`src/rtl/tim1_pkg.sv`:
```
// Shared constants for the TIM1 time-base slice: CR1 bit positions,
// centre-mode encodings and the counting-phase state type.
package tim1_pkg;

  localparam int CNT_W_DEF = 16;

  localparam int CR1_CEN     = 0;
  localparam int CR1_UDIS    = 1;
  localparam int CR1_URS     = 2;
  localparam int CR1_OPM     = 3;
  localparam int CR1_DIR     = 4;
  localparam int CR1_CMS_LSB = 5;
  localparam int CR1_ARPE    = 7;

  typedef enum logic [1:0] {
    CMS_EDGE    = 2'b00,
    CMS_CENTER1 = 2'b01,
    CMS_CENTER2 = 2'b10,
    CMS_CENTER3 = 2'b11
  } cms_e;

  typedef enum logic {
    PH_UP   = 1'b0,
    PH_DOWN = 1'b1
  } phase_e;

endpackage

```
`src/rtl/tim1_time_base_prescaler.sv`:
```
// Prescaler: divides the kernel clock by psc_shadow+1 while running.
// psc_shadow is only reloaded on an update event, so PSC is always preloaded.
module tim1_prescaler #(
  parameter int CNT_W = 16
) (
  input  logic             clk,
  input  logic             rst,
  input  logic             run,
  input  logic             ug,
  input  logic             load,
  input  logic [CNT_W-1:0] psc,
  output logic             tick
);

  localparam logic [CNT_W-1:0] ONE = {{(CNT_W-1){1'b0}}, 1'b1};

  logic [CNT_W-1:0] psc_cnt;
  logic [CNT_W-1:0] psc_shadow;

  assign tick = run & (psc_cnt == psc_shadow);

  always_ff @(posedge clk or posedge rst) begin
    if (rst) begin
      psc_cnt    <= '0;
      psc_shadow <= '0;
    end else begin
      if (ug || tick) begin
        psc_cnt <= '0;
      end else if (run) begin
        psc_cnt <= psc_cnt + ONE;
      end
      if (load) begin
        psc_shadow <= psc;
      end
    end
  end

endmodule

```
`src/rtl/tim1_time_base.sv`:
```
// TIM1 time-base: prescaler, ARR preload/shadow, edge and centre-aligned
// counter, registered update/UIF pulses and the one-pulse-mode CEN-clear request.
module tim1_time_base
  import tim1_pkg::*;
#(
  parameter int CNT_W = CNT_W_DEF
) (
  input  logic             clk,
  input  logic             rst,
  input  logic [7:0]       i_cr1,
  input  logic [CNT_W-1:0] i_psc,
  input  logic             i_arr_wr,
  input  logic [CNT_W-1:0] i_arr_wdata,
  input  logic             i_ug,
  output logic [CNT_W-1:0] o_cnt,
  output logic             o_dir,
  output logic             o_uev,
  output logic             o_uif_set,
  output logic             o_cen_clr,
  output logic [CNT_W-1:0] o_arr
);

  localparam logic [CNT_W-1:0] ONE = {{(CNT_W-1){1'b0}}, 1'b1};

  logic             cen, udis, urs, opm, dir_bit, arpe, center;
  cms_e             cms;
  logic             run, tick, opm_halt;
  logic [CNT_W-1:0] arr_pre, arr_shadow, arr_active;
  logic [CNT_W-1:0] cnt, cnt_nxt;
  logic             wrap, turn_up, turn_down, eff_down;
  logic             uev_now, uif_now, cen_clr_now;
  phase_e           phase, phase_nxt;

  assign cen     = i_cr1[CR1_CEN];
  assign udis    = i_cr1[CR1_UDIS];
  assign urs     = i_cr1[CR1_URS];
  assign opm     = i_cr1[CR1_OPM];
  assign dir_bit = i_cr1[CR1_DIR];
  assign arpe    = i_cr1[CR1_ARPE];
  assign cms     = cms_e'(i_cr1[CR1_CMS_LSB +: 2]);
  assign center  = (cms != CMS_EDGE);

  assign run        = cen & ~opm_halt;
  assign arr_active = arpe ? arr_shadow : arr_pre;

  tim1_prescaler #(.CNT_W(CNT_W)) u_psc (
    .clk  (clk),
    .rst  (rst),
    .run  (run),
    .ug   (i_ug),
    .load (uev_now),
    .psc  (i_psc),
    .tick (tick)
  );

  // Centre-mode phase: state register.
  always_ff @(posedge clk or posedge rst) begin
    if (rst) phase <= PH_UP;
    else     phase <= phase_nxt;
  end

  // Centre-mode phase: next state.
  always_comb begin
    phase_nxt = phase;
    if (i_ug) begin
      if (center) phase_nxt = PH_UP;
    end else if (turn_down) begin
      phase_nxt = PH_DOWN;
    end else if (turn_up) begin
      phase_nxt = PH_UP;
    end
  end

  // Centre-mode phase: outputs. Edge mode takes the direction from CR1.DIR.
  always_comb begin
    o_dir    = center ? (phase == PH_DOWN) : dir_bit;
    eff_down = o_dir;
  end

  // Counter next value; wrap flags an overflow or underflow on this tick.
  always_comb begin
    cnt_nxt   = cnt;
    wrap      = 1'b0;
    turn_up   = 1'b0;
    turn_down = 1'b0;
    if (i_ug) begin
      cnt_nxt = (!center && dir_bit) ? arr_active : '0;
    end else if (tick) begin
      if (arr_active == '0) begin
        cnt_nxt = '0;
        wrap    = 1'b1;
      end else if (eff_down) begin
        if (cnt == '0) begin
          wrap    = 1'b1;
          cnt_nxt = center ? ONE : arr_active;
          turn_up = center;
        end else begin
          cnt_nxt = cnt - ONE;
        end
      end else begin
        // A value above ARR simply keeps counting and rolls over silently.
        if (cnt == arr_active) begin
          wrap      = 1'b1;
          cnt_nxt   = center ? (arr_active - ONE) : '0;
          turn_down = center;
        end else begin
          cnt_nxt = cnt + ONE;
        end
      end
    end
  end

  assign uev_now     = (wrap | i_ug) & ~udis;
  assign uif_now     = uev_now & ~(i_ug & urs);
  assign cen_clr_now = opm & wrap;

  always_ff @(posedge clk or posedge rst) begin
    if (rst) begin
      cnt        <= '0;
      arr_pre    <= '0;
      arr_shadow <= '0;
      opm_halt   <= 1'b0;
      o_uev      <= 1'b0;
      o_uif_set  <= 1'b0;
      o_cen_clr  <= 1'b0;
    end else begin
      cnt       <= cnt_nxt;
      o_uev     <= uev_now;
      o_uif_set <= uif_now;
      o_cen_clr <= cen_clr_now;
      if (i_arr_wr) arr_pre <= i_arr_wdata;
      // A write landing with the update event bypasses straight into the shadow.
      if (uev_now) arr_shadow <= i_arr_wr ? i_arr_wdata : arr_pre;
      if (!cen)             opm_halt <= 1'b0;
      else if (cen_clr_now) opm_halt <= 1'b1;
    end
  end

  assign o_cnt = cnt;
  assign o_arr = arr_active;

endmodule

```
`config.mk`:
```
export PLATFORM = sky130hd
export DESIGN_NAME = tim1_time_base
export DESIGN_NICKNAME = d
export VERILOG_FILES = /design/src/rtl/tim1_pkg.sv /design/src/rtl/tim1_time_base_prescaler.sv /design/src/rtl/tim1_time_base.sv
export SDC_FILE = /design/constraint.sdc
export NUM_CORES = 1
export LEC_CHECK = 0
export ABC_AREA = 1
export CELL_PAD_IN_SITES_DETAIL_PLACEMENT = 0
export CELL_PAD_IN_SITES_GLOBAL_PLACEMENT = 1
export CORE_ASPECT_RATIO = 1.1
export CORE_MARGIN = 2
export CORE_UTILIZATION = 24
export CTS_CLUSTER_DIAMETER = 30
export DETAILED_ROUTE_END_ITERATION = 16
export GPL_TIMING_DRIVEN = 1
export HOLD_SLACK_MARGIN = 0.02
export PLACE_DENSITY = 0.64
export RECOVER_POWER = 100
export SLEW_MARGIN = 20
export SYNTH_ARGS = -nofsm -noshare
export SYNTH_HDL_FRONTEND = slang
export SYNTH_SLANG_ARGS = --single-unit
```
`constraint.sdc`:
```
create_clock -name clk -period 2.9 [get_ports clk]
set_clock_uncertainty 0.1 [all_clocks]
set_input_delay 0.87 -clock clk [delete_from_list [all_inputs] [get_ports clk]]
set_output_delay 0.87 -clock clk [all_outputs]
set_load 0.05 [all_outputs]
```
==> results.sh, run 1 <==
export IMPL_core_area_um2=26800
export IMPL_synth_top_family_by_area="simple AND/OR/NAND/NOR gates"
export IMPL_synth_top_cell_by_area="dfrtp_1"
export IMPL_dieHeight_um=176.5
export IMPL_synth_top_cells_by_area="dfrtp_1 33%, nand2_1 21%, nor2_1 9.3%, nand3_1 6.9%, inv_1 6.2%"
export IMPL_timing_fmax_mhz=350.7
export IMPL_clock_tree_root_cell="clkbuf_16"
export IMPL_worstPathRequired_ps=1930
export IMPL_netlist_cell_type_count=34
export IMPL_cts_htree_levels=3
export IMPL_netlist_area_leader_share_pct=32.77
export IMPL_synthAdderAreaFrac_pct=0.9638
export IMPL_timing_critical_path_buf_inv=1
export IMPL_multi_input_comb_area_um2=3821
export IMPL_worstHoldPathType="flip-flop to flip-flop"
export IMPL_synth_compound_area_share_pct=7.151
export IMPL_io_pin_count=80
export IMPL_firstDrtPassIters=5
export IMPL_die_width_um=160.8
export IMPL_synth_edff_count=0
export IMPL_report_final_setup_viol=0
export IMPL_finish_net_count=1270
export IMPL_total_wire_length_after_detailed_routing_um=24490
export IMPL_syn_cell_area_um2=6491
export IMPL_rows=63
export IMPL_floorplan_die_area_um2=28380
export IMPL_worstSkewPairLatency_ps=360
export IMPL_grt_setup_unrepaired="no"
export IMPL_cp_top_family="buffers and inverters"
export IMPL_synth_xor_area_share_pct=4.318
export IMPL_combinational_power_share_pct=37.3
export IMPL_synth_async_reset_ratio_pct=100.0
export IMPL_crit_reg2reg_launch="o_cnt[7]"
export IMPL_yosys_mux_area_fraction_pct=1.561
export IMPL_hold_path_startpoint="arr_shadow[13]"
export IMPL_crit_type="flip-flop to primary output"
export IMPL_fillers=3004
export IMPL_min_to="arr_shadow[13]"
export IMPL_min_period_over_period_pct=98.33
export IMPL_finish_utilization_pct=33.46
export IMPL_r2r_end="o_cnt[12]"
export IMPL_final_seq_area_um2=2127
export IMPL_rr_worst_depth=14
export IMPL_grt_start_max_net_pins=86
export IMPL_post_layout_nonfiller_instances=1584
export IMPL_number_of_antenna_violations_at_the_first_check_in_global_routing=1
export IMPL_post_synth_cell_area_avg_um2=6.153
export IMPL_synthesis_to_finish_area_growth_pct=38.15
export IMPL_cpMaxStageDelayCell="clkdlybuf4s50_1"
export IMPL_switching_share_pct=39.03
export IMPL_drv_max_cap_violation_count=0
export IMPL_detailed_place_hpwl_um=18930
export IMPL_final_common_cell="nand2_1"
export IMPL_grt_use_total_pct=17.82
export IMPL_worst_pin_slew_ps=1268
export IMPL_timing_hold_worst_path_depth=2
export IMPL_io_port_bufs=79
export IMPL_cts_buffers_inserted=9
export IMPL_postCtsHoldBufs=0
export IMPL_initial_core_util_pct=24.22
export IMPL_final_hold_violation_count=0
export IMPL_finalWeightedCongestion=0.8878
export IMPL_clock_sinks=85
export IMPL_worstPathCellList="clkdlybuf4s50_1"
export IMPL_fin_crit_ps=2852
export IMPL_clock_tree_buffer_depth=2
export IMPL_register_bit_total_from_synthesis=85
export IMPL_worst_path_max_fanout=8
export IMPL_final_layout_size_suffix_gt1_share_pct=15.01
export IMPL_most_instantiated_flip_flop_cell_in_the_synthesis_netlist="dfrtp_1"
export IMPL_netlist_instances=1055
export IMPL_yosysSeqAreaShare_pct=32.77
export IMPL_report_final_slew_viol_count=0
export IMPL_routed_via_count=7123
export IMPL_net_switching_power_figure_mw=1.699
export IMPL_clk_pin_slew_worst_paths_ps=80
export IMPL_ys_warnings_count=0
export IMPL_p_per_area_nw_per_um2=485.6
export IMPL_static_leakage_power_nw=4.504
export IMPL_setup_worst_path_end_class="primary output"
export IMPL_route_antenna_remaining_nets=0
export IMPL_peakVddDrop_uv=286.0
export IMPL_placed_cells_incl_taps=1563
export IMPL_commonest_cells_after_routing_fill_and_taps_aside="361 x nand2_1, 160 x nor2_1, 104 x inv_1"
export IMPL_worstSetupPathDepth=1
export IMPL_cp_start_kind="flip-flop"
export IMPL_grt_pass1_wl_um=39360
export IMPL_route_detailed_vias_per_inst=4.497
export IMPL_timing_hold_ws_ps=380.8
export IMPL_timing_critical_path_arrival_ps=1880
export IMPL_worst_slew_margin_rel_pct=15.47
export IMPL_synth_net_count=1104
export IMPL_drt_first_iter_violations=520
export IMPL_outcome="complete, no violations"
export IMPL_setup_reg_to_reg_worst_slack_ps=500
export IMPL_synth_simple_gate_area_share_pct=43.91
export IMPL_congestion_overflow_gr=0
export IMPL_route_detailed_drc=0
export IMPL_int_pwr_mw=2.655
export IMPL_clock_power_share_pct=29.6
export IMPL_first_global_vias=6890
export IMPL_detail_route_wl_per_cell_um=15.46
export IMPL_sequentialPowerShare_pct=33.1
export IMPL_tritoncts_clock_tree="built"
export IMPL_max_stage_delay_ps=900
## cells by family after synthesis
group	Yosys count
flops	85
mux	9
fa+ha+maj	5
xor+xnor	32
compound gates	87
simple gates	688
buf+inv	149
## cells in the mapped netlist, types with 3 or more instances
library cell / n
nand3b_1: 3
nand2_2: 12
mux2_2: 9
o31ai_1: 3
clkinv_1: 3
a31oi_1: 4
a21oi_1: 39
nor3_1: 27
nand3_1: 89
nor4_1: 6
dfrtp_1: 85
o21ai_0: 36
inv_1: 107
nand2_1: 370
buf_2: 7
buf_4: 6
nand4_1: 11
nor2_1: 161
xor2_1: 32
ha_1: 5
clkbuf_1: 23
## layout make-up
class,count,share of cell area (%)
antenna,1,0.02791
timing repair buffer,193,20.40
sequential,85,23.72
multi-input combinational,821,42.61
clock inverter,6,0.8511
inverter,111,4.744
tap,357,4.981
clock buffer,10,2.665
## worst max-delay path by stage
stage                        start                   end  slack [ps]
final                     o_cnt[7]              o_cnt[7]          50
after global routing      i_cr1[7]  u_psc.psc_shadow[12]          10
after CTS                 i_cr1[4]                 o_dir          10
after detailed placement  i_cr1[7]  u_psc.psc_shadow[15]        -620
after global placement    i_cr1[7]         arr_shadow[0]        -500
after floorplan           i_cr1[7]         arr_shadow[2]           5
## stage by stage
stage | cell area (um2) | worst slack, ps | setup TNS (ps) | power [mW]
floorplan | 6511 | 5.374 | 0 | 2.344
global placement | 8640 | -504.7 | -28040 | 3.102
detailed placement | 8640 | -617.0 | -33320 | 3.105
CTS | 9014 | 12.51 | 0 | 4.417
global route | 8965 | 12.31 | 0 | 4.613
finish | 8967 | 48.29 | 0 | 4.354
## state kept, by name, indices dropped and copies added, names as in the netlist
| register | count |
|---|---|
| u_psc.psc_shadow | 16 |
| arr_pre | 16 |
| o_uif_set | 1 |
| o_cen_clr | 1 |
| opm_halt | 1 |
| o_cnt | 16 |
| phase | 1 |
| o_uev | 1 |
| u_psc.psc_cnt | 16 |
| arr_shadow | 16 |
## metal layers
layer / wire length, um / share of wire, % / up-vias / global-route usage (%)
met1: 12050 / 49 / 3239 / 25.47
met3: 1213 / 5.0 / 30 / 2.537
met5: 0 / 0 / - / 0
li1: - / - / 3652 / -
met2: 10770 / 44 / 202 / 28.02
met4: 458 / 1.9 / 0 / 5.134
## timing repair
action	4_1_cts	5_1_grt
endpoints found under the hold margin	0	0
pin swaps	3	2
setup endpoints to repair	69	45
gates resized for setup	19	13
setup buffers	3	3
## power groups by stage
stage	Combinational, mW	Clock [mW]	Sequential (mW)
2_1_floorplan	0.841	0	1.50
3_3_place_gp	1.64	0	1.46
3_5_place_dp	1.64	0	1.46
4_1_cts	1.66	1.32	1.44
6_report	1.63	1.29	1.44
5_1_grt	1.79	1.36	1.46
No activity file was read; power rests on OpenSTA's default activity.
==> inputs of run 2 (changes only) <==
--- a/config.mk
+++ b/config.mk
@@ -5,7 +5,7 @@
 export SDC_FILE = /design/constraint.sdc
 export NUM_CORES = 1
 export LEC_CHECK = 0
-export ABC_AREA = 1
+export ABC_AREA = 0
 export CELL_PAD_IN_SITES_DETAIL_PLACEMENT = 0
 export CELL_PAD_IN_SITES_GLOBAL_PLACEMENT = 1
 export CORE_ASPECT_RATIO = 1.1
@@ -14,8 +14,7 @@
 export CTS_CLUSTER_DIAMETER = 30
 export DETAILED_ROUTE_END_ITERATION = 16
 export GPL_TIMING_DRIVEN = 1
-export HOLD_SLACK_MARGIN = 0.02
-export PLACE_DENSITY = 0.64
+export PLACE_DENSITY = 0.6
 export RECOVER_POWER = 100
 export SLEW_MARGIN = 20
 export SYNTH_ARGS = -nofsm -noshare
==> run 2 against run 1 <==
The run now ends with setup timing left; wire length decreased by 22%; flip-flop and latch count unchanged; die area decreased by 12%; sequential power rose by 5%; fmax shrank 18%; critical endpoint is now u_psc.psc_shadow[5].
==> results.sh, run 2 <==
export IMPL_report_final_slew_viol_count=0
export IMPL_total_wire_length_after_detailed_routing_um=19010
export IMPL_drt_first_iter_violations=293
export IMPL_total_power_mw=4.710
export IMPL_post_synth_cell_area_avg_um2=9.772
export IMPL_route_antenna_remaining_nets=0
export IMPL_final_setup_worst_slack_ps=-586.8
export IMPL_route_detailed_vias_per_inst=4.735
export IMPL_worstSkewPairLatency_ps=360
export IMPL_grt_pass1_wl_um=29600
export IMPL_synth_top_cells_by_area="dfrtp_1 38%, xnor2_1 8.0%, mux2_4 7.4%, mux2_2 4.6%, xor2_1 4.3%"
export IMPL_worstPathRequired_ps=3040
export IMPL_rows=58
export IMPL_detailed_place_hpwl_um=13870
export IMPL_io_port_bufs=79
export IMPL_netlist_area_leader_share_pct=37.53
export IMPL_congestion_overflow_gr=0
export IMPL_cts_htree_levels=3
export IMPL_final_hold_violation_count=0
export IMPL_register_bit_total_from_synthesis=85
export IMPL_fillers=2292
export IMPL_timing_critical_path_arrival_ps=3630
export IMPL_clock_tree_buffer_depth=2
export IMPL_clock_tree_root_cell="clkbuf_16"
export IMPL_clk_pin_slew_worst_paths_ps=70
export IMPL_commonest_cells_after_routing_fill_and_taps_aside="98 x buf_4, 85 x dfrtp_1, 52 x xnor2_1"
export IMPL_worstPathCellList="buf_12 -> mux2i_4 -> ha_4 -> or4b_4 -> a222oi_1 -> buf_4 -> and3_4 -> nor2_4 -> a211o_4 -> buf_12 -> buf_12 -> mux2_4"
export IMPL_finalWeightedCongestion=0.8722
export IMPL_synthMostInstantiatedCell="dfrtp_1"
export IMPL_finish_utilization_pct=36.51
export IMPL_synthesis_to_finish_area_growth_pct=48.17
export IMPL_die_width_um=150.5
export IMPL_cts_buffers_inserted=9
export IMPL_core_area_um2=23000
export IMPL_crit_path_frequent_cell="buf_12"
export IMPL_tritoncts_clock_tree="built"
export IMPL_synth_edff_count=0
export IMPL_initial_core_util_pct=24.64
export IMPL_postCtsHoldBufs=0
export IMPL_final_common_cell="buf_4"
export IMPL_dieHeight_um=165.2
export IMPL_firstDrtPassIters=5
export IMPL_synth_top_cells_by_count="85 x dfrtp_1, 52 x xnor2_1, 39 x nor2_1"
export IMPL_report_final_setup_viol=59
export IMPL_worst_path_max_fanout=8
export IMPL_synth_top_cell_by_area="dfrtp_1"
export IMPL_failed_checks="setup timing"
export IMPL_grt_setup_unrepaired="yes"
export IMPL_min_period_over_period_pct=120.2
export IMPL_most_instantiated_flip_flop_cell_in_the_synthesis_netlist="dfrtp_1"
export IMPL_outcome="complete, but fails checks"
export IMPL_cp_start_kind="primary input"
export IMPL_clock_sinks=85
export IMPL_setup_tns_final_ps=-24440
export IMPL_synth_net_count=629
export IMPL_grt_use_total_pct=15.57
export IMPL_multi_input_comb_area_um2=3453
export IMPL_static_leakage_power_nw=3.617
export IMPL_number_of_antenna_violations_at_the_first_check_in_global_routing=0
export IMPL_fin_crit_ps=3487
export IMPL_max_stage_delay_ps=460
export IMPL_finish_net_count=802
export IMPL_crit_type="primary input to flip-flop"
export IMPL_netlist_instances=580
export IMPL_drv_max_cap_violation_count=0
export IMPL_p_per_area_nw_per_um2=560.8
export IMPL_synth_async_reset_ratio_pct=100.0
export IMPL_io_pin_count=80
export IMPL_insertedDiodeCount=0
export IMPL_final_seq_area_um2=2127
export IMPL_netlist_cell_type_count=66
export IMPL_peakVddDrop_uv=258.4
export IMPL_grt_start_max_net_pins=39
export IMPL_final_layout_size_suffix_gt1_share_pct=33.11
export IMPL_timing_fmax_mhz=286.8
export IMPL_route_detailed_drc=0
export IMPL_routed_via_count=5010
export IMPL_syn_cell_area_um2=5668
export IMPL_ys_warnings_count=0
export IMPL_yosysSeqAreaShare_pct=37.53
export IMPL_floorplan_die_area_um2=24860
export IMPL_worst_pin_slew_ps=1024
export IMPL_cpMaxStageDelayCell="or4b_4"
export IMPL_first_global_vias=5168
export IMPL_setup_worst_path_end_class="flip-flop"
export IMPL_worstHoldPathType="flip-flop to flip-flop"
export IMPL_detail_route_wl_per_cell_um=17.97
export IMPL_worst_slew_margin_rel_pct=31.71
run 2: power breakdown:
part	internal, mW	switching [mW]	total [mW]	leakage (nW)
clock network	0.593	0.543	1.14	0.134
logic	0.999	1.06	2.06	2.42
registers	1.34	0.172	1.51	1.07
run 2: final timing paths:
kind	slack (ps)	from	cells past startpoint	end
max in group asynchronous	360	rst	3	arr_pre[3]
hold reg to reg	410	arr_shadow[14]	1	arr_shadow[14]
setup / recovery	-590	i_cr1[7]	12	u_psc.psc_shadow[5]
hold / removal	410	arr_shadow[14]	1	arr_shadow[14]
min in group asynchronous	1020	rst	2	u_psc.psc_shadow[7]
setup reg to reg	-320	arr_pre[1]	11	u_psc.psc_shadow[5]
run 2: critical path, delay by kind of cell:
family,cells,cell delay (ps)
buf+inv,4,560
compound gates,2,760
mux,2,560
simple gates,3,700
fa+ha+maj,1,170
run 2: area by class of cell:
| cell class | instances | area share [%] |
|---|---|---|
| Tap cell | 300 | 4.470 |
| Inverter | 25 | 1.311 |
| Sequential cell | 85 | 25.33 |
| Clock inverter | 7 | 0.6853 |
| Clock buffer | 9 | 2.682 |
| Multi-Input combinational cell | 426 | 41.12 |
| Timing Repair Buffer | 206 | 24.40 |
run 2: cell families after synthesis:
kind of cell	synth area share [%]
and+or+nand+nor	16.49
buffers and inverters	5.210
AOI/OAI and AO/OA	11.83
muxes	15.47
adders and majority gates	1.104
DFF	37.53
xor gates and xnor gates	12.36
run 2: layer usage:
| metal | global-route usage [%] | part of all wire (%) | vias up | routed length (um) |
|---|---|---|---|---|
| met5 | 0 | 0 | - | 0 |
| met3 | 2.198 | 3.9 | 26 | 733 |
| met1 | 21.56 | 47 | 2469 | 8872 |
| met4 | 4.288 | 1.7 | 0 | 323 |
| li1 | - | - | 2412 | - |
| met2 | 25.35 | 48 | 103 | 9080 |
run 2: timing repair:
action,in CTS,in global routing
setup buffers,18,4
setup endpoints to repair,70,67
cloned,5,1
resized for setup,72,15
pin swaps,15,8
run 2: metrics by stage:
stage	cells	setup WS, ps	cell area [um2]	hold WS, ps
floorplan	580	-1008	5779	375.7
finish	1058	-586.8	8398	409.1
CTS	1057	-734.9	8419	408.3
detailed placement	1020	-1505	7650	393.7
global route	1058	-640.4	8398	439.8
global placement	1020	-1399	7650	391.0
